### config.mk
export PLATFORM = sky130hd
export DESIGN_NAME = barrido_display
export DESIGN_NICKNAME = d
export VERILOG_FILES = /design/src/rtl/barrido_display_pkg.sv /design/src/rtl/bcd_a_7seg.sv /design/src/rtl/barrido_display.sv
export SDC_FILE = /design/constraint.sdc
export NUM_CORES = 1
export LEC_CHECK = 0
export BUFFER_PORTS_ARGS = -buffer_cell sky130_fd_sc_hd__clkbuf_2
export CAP_MARGIN = 25
export CORE_MARGIN = 3
export CORE_UTILIZATION = 40
export CTS_CLUSTER_DIAMETER = 50
export DETAILED_ROUTE_END_ITERATION = 16
export GPL_ROUTABILITY_DRIVEN = 1
export PLACE_DENSITY = 0.57
export SYNTH_ARGS = -nofsm -noshare
export SYNTH_HDL_FRONTEND = slang
export SYNTH_SLANG_ARGS = --single-unit
### constraint.sdc
create_clock -name clk -period 6.1 [get_ports clk]
set_input_delay 0.915 -clock clk [delete_from_list [all_inputs] [get_ports clk]]
set_output_delay 0.915 -clock clk [all_outputs]
set_load 0.05 [all_outputs]
### src/rtl/barrido_display_pkg.sv
// Shared constants for the multiplexed 4-digit 7-segment display scanner.
// Segment patterns are ordered {a,b,c,d,e,f,g} and are active-low.
package barrido_display_pkg;

    localparam int DIV_DEFAULT = 50000;

    localparam logic [3:0] AN_OFF = 4'b1111;

    localparam logic [6:0] SEG_0     = 7'b0000001;
    localparam logic [6:0] SEG_1     = 7'b1001111;
    localparam logic [6:0] SEG_2     = 7'b0010010;
    localparam logic [6:0] SEG_3     = 7'b0000110;
    localparam logic [6:0] SEG_4     = 7'b1001100;
    localparam logic [6:0] SEG_5     = 7'b0100100;
    localparam logic [6:0] SEG_6     = 7'b0100000;
    localparam logic [6:0] SEG_7     = 7'b0001111;
    localparam logic [6:0] SEG_8     = 7'b0000000;
    localparam logic [6:0] SEG_9     = 7'b0000100;
    localparam logic [6:0] SEG_DASH  = 7'b1111110;
    localparam logic [6:0] SEG_BLANK = 7'b1111111;

    // Active-low one-hot anode pattern for a slot; slot 0 is the leftmost digit on an[3].
    function automatic logic [3:0] an_for_slot(input logic [1:0] slot);
        return ~(4'b1000 >> slot);
    endfunction

endpackage

### src/rtl/bcd_a_7seg.sv
// Combinational BCD to 7-segment encoder (active-low segments).
// Codes A-F show a dash; 'blank' overrides everything and turns all segments off.
module bcd_a_7seg
    import barrido_display_pkg::*;
(
    input  logic [3:0] bcd,
    input  logic       blank,
    output logic [6:0] seg
);

    // Map the nibble to its segment pattern, with blanking taking priority
    always_comb begin
        seg = SEG_DASH;
        if (blank) begin
            seg = SEG_BLANK;
        end else begin
            case (bcd)
                4'd0:    seg = SEG_0;
                4'd1:    seg = SEG_1;
                4'd2:    seg = SEG_2;
                4'd3:    seg = SEG_3;
                4'd4:    seg = SEG_4;
                4'd5:    seg = SEG_5;
                4'd6:    seg = SEG_6;
                4'd7:    seg = SEG_7;
                4'd8:    seg = SEG_8;
                4'd9:    seg = SEG_9;
                default: seg = SEG_DASH;
            endcase
        end
    end

endmodule

### src/rtl/barrido_display.sv
// Four-digit multiplexed 7-segment display scanner.
// A prescaler divides clk into digit slots; the BCD value is captured once per
// full scan (on the 3->0 wrap) so a display refresh is always self-consistent.
module barrido_display
    import barrido_display_pkg::*;
#(
    parameter int DIV = DIV_DEFAULT
) (
    input  logic        clk,
    input  logic        rst_n,
    input  logic        en,
    input  logic [15:0] bcd,
    input  logic        blank_lz,
    input  logic [3:0]  dp_mask,
    output logic [1:0]  digito,
    output logic [3:0]  an,
    output logic [6:0]  seg,
    output logic        dp,
    output logic        tick
);

    localparam int PW = $clog2(DIV);
    localparam logic [PW-1:0] LAST = PW'(DIV - 1);

    logic [PW-1:0] presc;
    logic [15:0]   snapshot;
    logic          advance;
    logic [3:0]    nibble;
    logic          lead_zero;
    logic          blank_digit;
    logic          dp_bit;
    logic [6:0]    seg_next;
    logic          zero0;
    logic          zero01;
    logic          zero012;

    assign advance = en && (presc == LAST);

    // Slot timing: prescaler, slot index, per-scan snapshot and the advance pulse
    always_ff @(posedge clk) begin
        if (!rst_n) begin
            presc    <= '0;
            digito   <= 2'd0;
            snapshot <= 16'h0000;
            tick     <= 1'b0;
        end else begin
            tick <= advance;
            if (en) begin
                if (advance) begin
                    presc  <= '0;
                    digito <= digito + 2'd1;
                    if (digito == 2'd3) begin
                        snapshot <= bcd;
                    end
                end else begin
                    presc <= presc + 1'b1;
                end
            end
        end
    end

    // Pick the nibble, leading-zero flag and decimal point for the current slot
    always_comb begin
        zero0       = (snapshot[15:12] == 4'd0);
        zero01      = zero0  && (snapshot[11:8] == 4'd0);
        zero012     = zero01 && (snapshot[7:4]  == 4'd0);
        nibble      = snapshot[3:0];
        lead_zero   = 1'b0;
        dp_bit      = dp_mask[0];
        case (digito)
            2'd0: begin
                nibble    = snapshot[15:12];
                lead_zero = zero0;
                dp_bit    = dp_mask[3];
            end
            2'd1: begin
                nibble    = snapshot[11:8];
                lead_zero = zero01;
                dp_bit    = dp_mask[2];
            end
            2'd2: begin
                nibble    = snapshot[7:4];
                lead_zero = zero012;
                dp_bit    = dp_mask[1];
            end
            default: begin
                nibble    = snapshot[3:0];
                lead_zero = 1'b0;
                dp_bit    = dp_mask[0];
            end
        endcase
        blank_digit = blank_lz && lead_zero;
    end

    bcd_a_7seg u_enc (
        .bcd   (nibble),
        .blank (blank_digit),
        .seg   (seg_next)
    );

    // Register the display drive so an/seg/dp change together, one cycle after the slot
    always_ff @(posedge clk) begin
        if (!rst_n) begin
            an  <= AN_OFF;
            seg <= SEG_BLANK;
            dp  <= 1'b1;
        end else begin
            an  <= en ? an_for_slot(digito) : AN_OFF;
            seg <= seg_next;
            dp  <= ~dp_bit;
        end
    end

endmodule

==> qor.csv, run 1 <==
metric;value;unit
status;completed;
ys async rst share;0;%
syn nets;276;
Clock Path Buffers;2;
Die Span Y;80.1;µm
Final Wtd Congestion;0.720;
Synth area leader;dfxtp_1;
antenna-violating nets left;0;
Hold Path Sink;snapshot[3]$_SDFFE_PN0P_;
num rows;26;
Fillers;550;
core outline area;5200;µm²
TritonCTS Buffers;5;
CP max-delay cell;and2_1;
r2r setup slk;3.70;ns
startpoint types;primary input;
Detailed Route WL;4400;µm
global route hottest layer;met1;
worst reg2reg path depth;5;
Hold Path Origin;snapshot[3]$_SDFFE_PN0P_;
commonest non-fill, non-tap cell in the layout;dfxtp_1;
pin count of the biggest net entering global routing;30;
Hold Buf Count CTS;0;
distinct cell type count after synthesis;36;
Max-slew headroom;53.2;%
Post-Syn Area;2200;µm²
Die ar.;6410;µm²
P_leak;0.000953;µW
vias in the first global route;1593;
critical path type;in2reg;
unrepaired setup endpoints after global routing;false;
GRT met3 Usage;3.92;%
Synth Area per Inst;9.11;µm²
hold path depth;2;
CTS tree;built;
Chip Width;80.1;µm
Syn. warnings;0;
CP max stage delay;0.59;ns
DRC violations left;0;
layout cells sized above 1;21.3;%
delay-heaviest family, CP;simple AND/OR/NAND/NOR gates;
setup TNS;0;ns
register area share after synthesis;42.8;%
Top FF cell, synth;dfxtp_1;
GRT overflow;0;
root buf cell;clkbuf_8;
first-pass GRT wire length;7600;µm
CTS clock-pin slew for the worst setup and hold paths;0.09;ns
per-cell routed wire length;12.7;µm
Area Overhead vs Synth;14.9;%
crit-path max FO;16;
register bit count reported by yosys;47;
io pins;39;
Vias;1716;
GRT Util Overall;14.9;%
Tightest Hold Check Type;reg2reg;
minimum clock period after layout;2.53;ns
Post-synth EDFFs;0;
Starting Density;42.2;%
reg2reg end;snapshot[15]$_SDFFE_PN0P_;
crit-path cells;clkbuf_2 > nand4_1 > nor4_4 > and2_1 > nand2_1 > a21boi_0;
area of the multi-input gates;1160;µm²
Vias/cell;4.95;
WP buf/inv;1;
period utilization;41.5;%
CP Data Arrival Time;2.75;ns
setup repair bufs after CTS;0;
Clock Skews;0.00786;ns
drt pass-1 iters;4;
clock sinks;47;
Yosys top cell area share;42.8;%
Post-layout nets;311;
CTS HTree Levels;2;
maximum VDD drop;0.000117;V
most frequent cells in the layout;dfxtp_1 (47), nand2_1 (42), clkbuf_2 (38);
Worst Setup End Kind;register;
Max Slew Vio Count;0;
power per cell area;219;nW/µm²
Final setup viols;0;
largest cells by area after synthesis;dfxtp_1 (43%), nand2_1 (7.2%), ha_1 (6.3%);
CTS resizes;0;
met2 Track Usage GR;20.8;%
initial antenna violation count;0;
PortBufs;38;
Gate Count Post-Synth;241;
CP required;6.32;ns
antenna cell count;0;
number of max-cap violations;0;
Slew @ Worst Pin;0.682;ns
upper clock frequency limit;395;MHz
final hold slack;0.471;ns
Initial DRC Count;125;
GR Util met1;22.5;%
final hold vios;0;
worst r2r src;presc[11]$_SDFFE_PN0P_;
Sequential cell area;941;µm²
final total power;553;µW
clk_lat worst skew;0.30;ns
detailed placer's ending HPWL;3200;µm
==> metrics by stage <==
step                      setup WS [ns]  util (%)  instance area, µm²  cells
after floorplan                    3.69         -                2200    241
after global placement             3.32      46.5                2420    339
after detailed placement           3.22      46.5                2420    339
after CTS                          3.53      48.5                2520    347
after global routing               3.37      48.5                2520    347
final                              3.57      48.5                2520    347
==> how the worst max path moves through the flow <==
stage	start	end	slack, ns	cells past startpoint
4_1_cts	en	snapshot[15]$_SDFFE_PN0P_	3.53	6
5_1_grt	en	snapshot[13]$_SDFFE_PN0P_	3.37	6
3_5_place_dp	en	snapshot[15]$_SDFFE_PN0P_	3.22	6
6_report	en	snapshot[15]$_SDFFE_PN0P_	3.57	6
3_3_place_gp	en	snapshot[0]$_SDFFE_PN0P_	3.32	6
2_1_floorplan	digito[0]$_SDFFE_PN0N_	seg[2]$_SDFF_PP1_	3.69	11
==> worst reg2reg max path: stages (launching register included) <==
cell	delay, ns
dfxtp_1	0.35
or4b_1	0.63
nor4_4	0.46
and2_1	0.59
nand2_1	0.11
a21boi_0	0.19
==> final cells by class <==
type | count | area share [%]
multi-input combinational | 174 | 46.1
sequential | 47 | 37.3
timing repair buffer | 38 | 7.54
inverter | 10 | 1.49
tap | 70 | 3.47
clock buffer | 7 | 3.82
clock inverter | 1 | 0.298
==> synthesized netlist by cell type, drive strengths merged, types with 6 or more instances <==
master,count
nor4,6
ha,11
xor2,7
inv,10
nand2,42
a21boi,17
dfxtp,47
xnor2,7
nand3,10
nor2,20
clkbuf,6
a21oi,6
==> sequential cells by signal, indices dropped and copies added (netlist names) <==
signal,cells
presc,16
snapshot,16
seg,7
an,4
digito,2
dp,1
tick,1
==> where the power goes <==
group / total (µW) / internal [µW] / leakage, µW / switching [µW]
clock: 207 / 103 / 0.0000505 / 104
sequential: 313 / 311 / 0.000381 / 2.10
combinational: 33.2 / 12.6 / 0.000521 / 20.6
total: 553 / 426 / 0.000953 / 126
==> logic make-up (layout without fill, tap and decap cells) <==
kind of cell | Yosys count | in the layout | synth area share, %
fa+ha+maj | 11 | 11 | 6.27
flops | 47 | 47 | 42.8
mux | 6 | 6 | 2.79
xor+xnor | 14 | 14 | 5.58
compound gates | 41 | 41 | 15.2
buf+inv | 20 | 56 | 4.22
simple gates | 102 | 102 | 23.1
==> layer usage <==
layer,vias to the layer above,part of all wire [%]
li1,890,-
met5,-,0
met3,5,4.9
met2,38,41
met4,0,1.2
met1,783,53
Note: power is estimated with default switching activity, not from simulation.
==> run 2, diff against run 1 <==
Clock period 6.1 ns to 2.5 ns, I/O delays scaled along.
==> run 2 against run 1 <==
Against the previous run:
- core utilization about the same
- highest routed layer unchanged
- setup slack worse by 3.4 ns
- via count grew 0.70%
==> qor.csv, run 2 (same netlist as run 1, synthesis figures left out) <==
metric;value;unit;change
Final Wtd Congestion;0.771;;+7.1%
GRT overflow;0;;unchanged
CP Data Arrival Time;2.47;ns;-0.28 ns
CP required;2.68;ns;-3.64 ns
Final setup viols;0;;unchanged
DRC violations left;0;;unchanged
Vias/cell;4.95;;+0.12%
final total power;1260;µW;+130%
most frequent cells in the layout;dfxtp_1 (47), nand2_1 (42), clkbuf_2 (38);;
Post-Place Cell Area;2450;µm²;+1.2%
antenna cell count;0;;unchanged
maximum VDD drop;0.000277;V;+140%
Post-Place Worst Slack;0.233;ns;-2.99 ns
antenna-violating nets left;0;;unchanged
startpoint types;register;;
Clock Skews;0.00387;ns;-0.00398 ns
upper clock frequency limit;437;MHz;
pin count of the biggest net entering global routing;30;;unchanged
period utilization;91.6;%;
setup TNS;0;ns;unchanged
power per cell area;501;nW/µm²;+130%
final worst setup slack;0.210;ns;-3.36 ns
root buf cell;clkbuf_8;;
final hold vios;0;;unchanged
number of max-cap violations;0;;unchanged
P_leak;0.000954;µW;+0.12%
first-pass GRT wire length;7690;µm;+1.3%
clock sinks;47;;unchanged
num rows;26;;unchanged
Max Slew Vio Count;0;;unchanged
PortBufs;38;;unchanged
setup repair bufs after CTS;0;;unchanged
core outline area;5200;µm²;unchanged
minimum clock period after layout;2.29;ns;
Tightest Hold Check Type;in2reg;;
critical path type;reg2reg;;
detailed placer's ending HPWL;3300;µm;+3.1%
Vias;1728;;+0.70%
unrepaired setup endpoints after global routing;false;;
r2r setup slk;0.21;ns;-3.49 ns
status;completed;;
vias in the first global route;1620;;+1.7%
per-cell routed wire length;13.0;µm;+2.6%
CTS clock-pin slew for the worst setup and hold paths;0.08;ns;about the same
Clock Path Buffers;2;;unchanged
Worst Setup End Kind;register;;
TritonCTS Buffers;5;;unchanged
drt pass-1 iters;5;;+1
Slew @ Worst Pin;0.662;ns;-0.0197 ns
Post-layout nets;315;;+1.3%
layout cells sized above 1;21.9;%;+0.56 points
CTS tree;built;;
Die ar.;6410;µm²;unchanged
initial antenna violation count;0;;unchanged
commonest non-fill, non-tap cell in the layout;dfxtp_1;;
Area Overhead vs Synth;15.0;%;about the same
Chip Width;80.1;µm;unchanged
Max-slew headroom;54.6;%;+1.4 points
CTS resizes;0;;unchanged
Detailed Route WL;4540;µm;+3.2%
Hold Buf Count CTS;0;;unchanged
io pins;39;;unchanged
crit-path max FO;7;;-9
Die Span Y;80.1;µm;unchanged
Final Cell Area;2520;µm²;about the same
Largest regs;presc (16), snapshot (16), seg (7);;
Initial DRC Count;120;;-4.0%
GRT Util Overall;15.5;%;+0.54 points
clk_lat worst skew;0.29;ns;about the same
Starting Density;42.2;%;unchanged
CTS HTree Levels;2;;unchanged
-- run 2: layout make-up --
class / count / area [µm²]
Fill cell: 540 / 2680
Multi-Input combinational cell: 174 / 1170
Sequential cell: 47 / 941
Inverter: 10 / 37.5
Tap cell: 70 / 87.6
Clock buffer: 6 / 72.6
Timing Repair Buffer: 42 / 220
-- run 2: path summary, 6_finish.rpt --
kind	from	endpoint	depth (start not counted)
max	digito[0]$_SDFFE_PN0N_	seg[2]$_SDFF_PP1_	10
min	bcd[9]	snapshot[9]$_SDFFE_PN0P_	3
max reg2reg	digito[0]$_SDFFE_PN0N_	seg[2]$_SDFF_PP1_	10
min reg2reg	snapshot[0]$_SDFFE_PN0P_	snapshot[0]$_SDFFE_PN0P_	2
-- run 2: metal layers --
layer	track usage (%)	part of all wire [%]	vias up
met3	3.81	5.2	6
met5	0	0	-
li1	-	-	902
met4	5.57	1.4	0
met2	22.4	42	37
met1	22.1	51	783
-- run 2: stage by stage --
step	utilization (%)	cells	hold WS (ns)
final	48.5	349	0.311
after detailed placement	47.0	343	0.467
after CTS	48.4	349	0.301
after global routing	48.5	349	0.302
after global placement	47.0	343	0.457
after floorplan	-	241	0.441
-- run 2: critical path, stage by stage (launching register included) --
cell	delay (ns)
dfxtp_1	0.41
inv_1	0.11
ha_1	0.29
a222oi_1	0.44
mux2i_2	0.20
inv_1	0.16
ha_1	0.18
inv_1	0.04
mux2i_1	0.15
a22o_1	0.15
nand2_1	0.05
-- run 2: report_power, final --
part           internal, µW  switching [µW]
clock network           187             231
logic                  31.8            51.2
registers               758            5.42
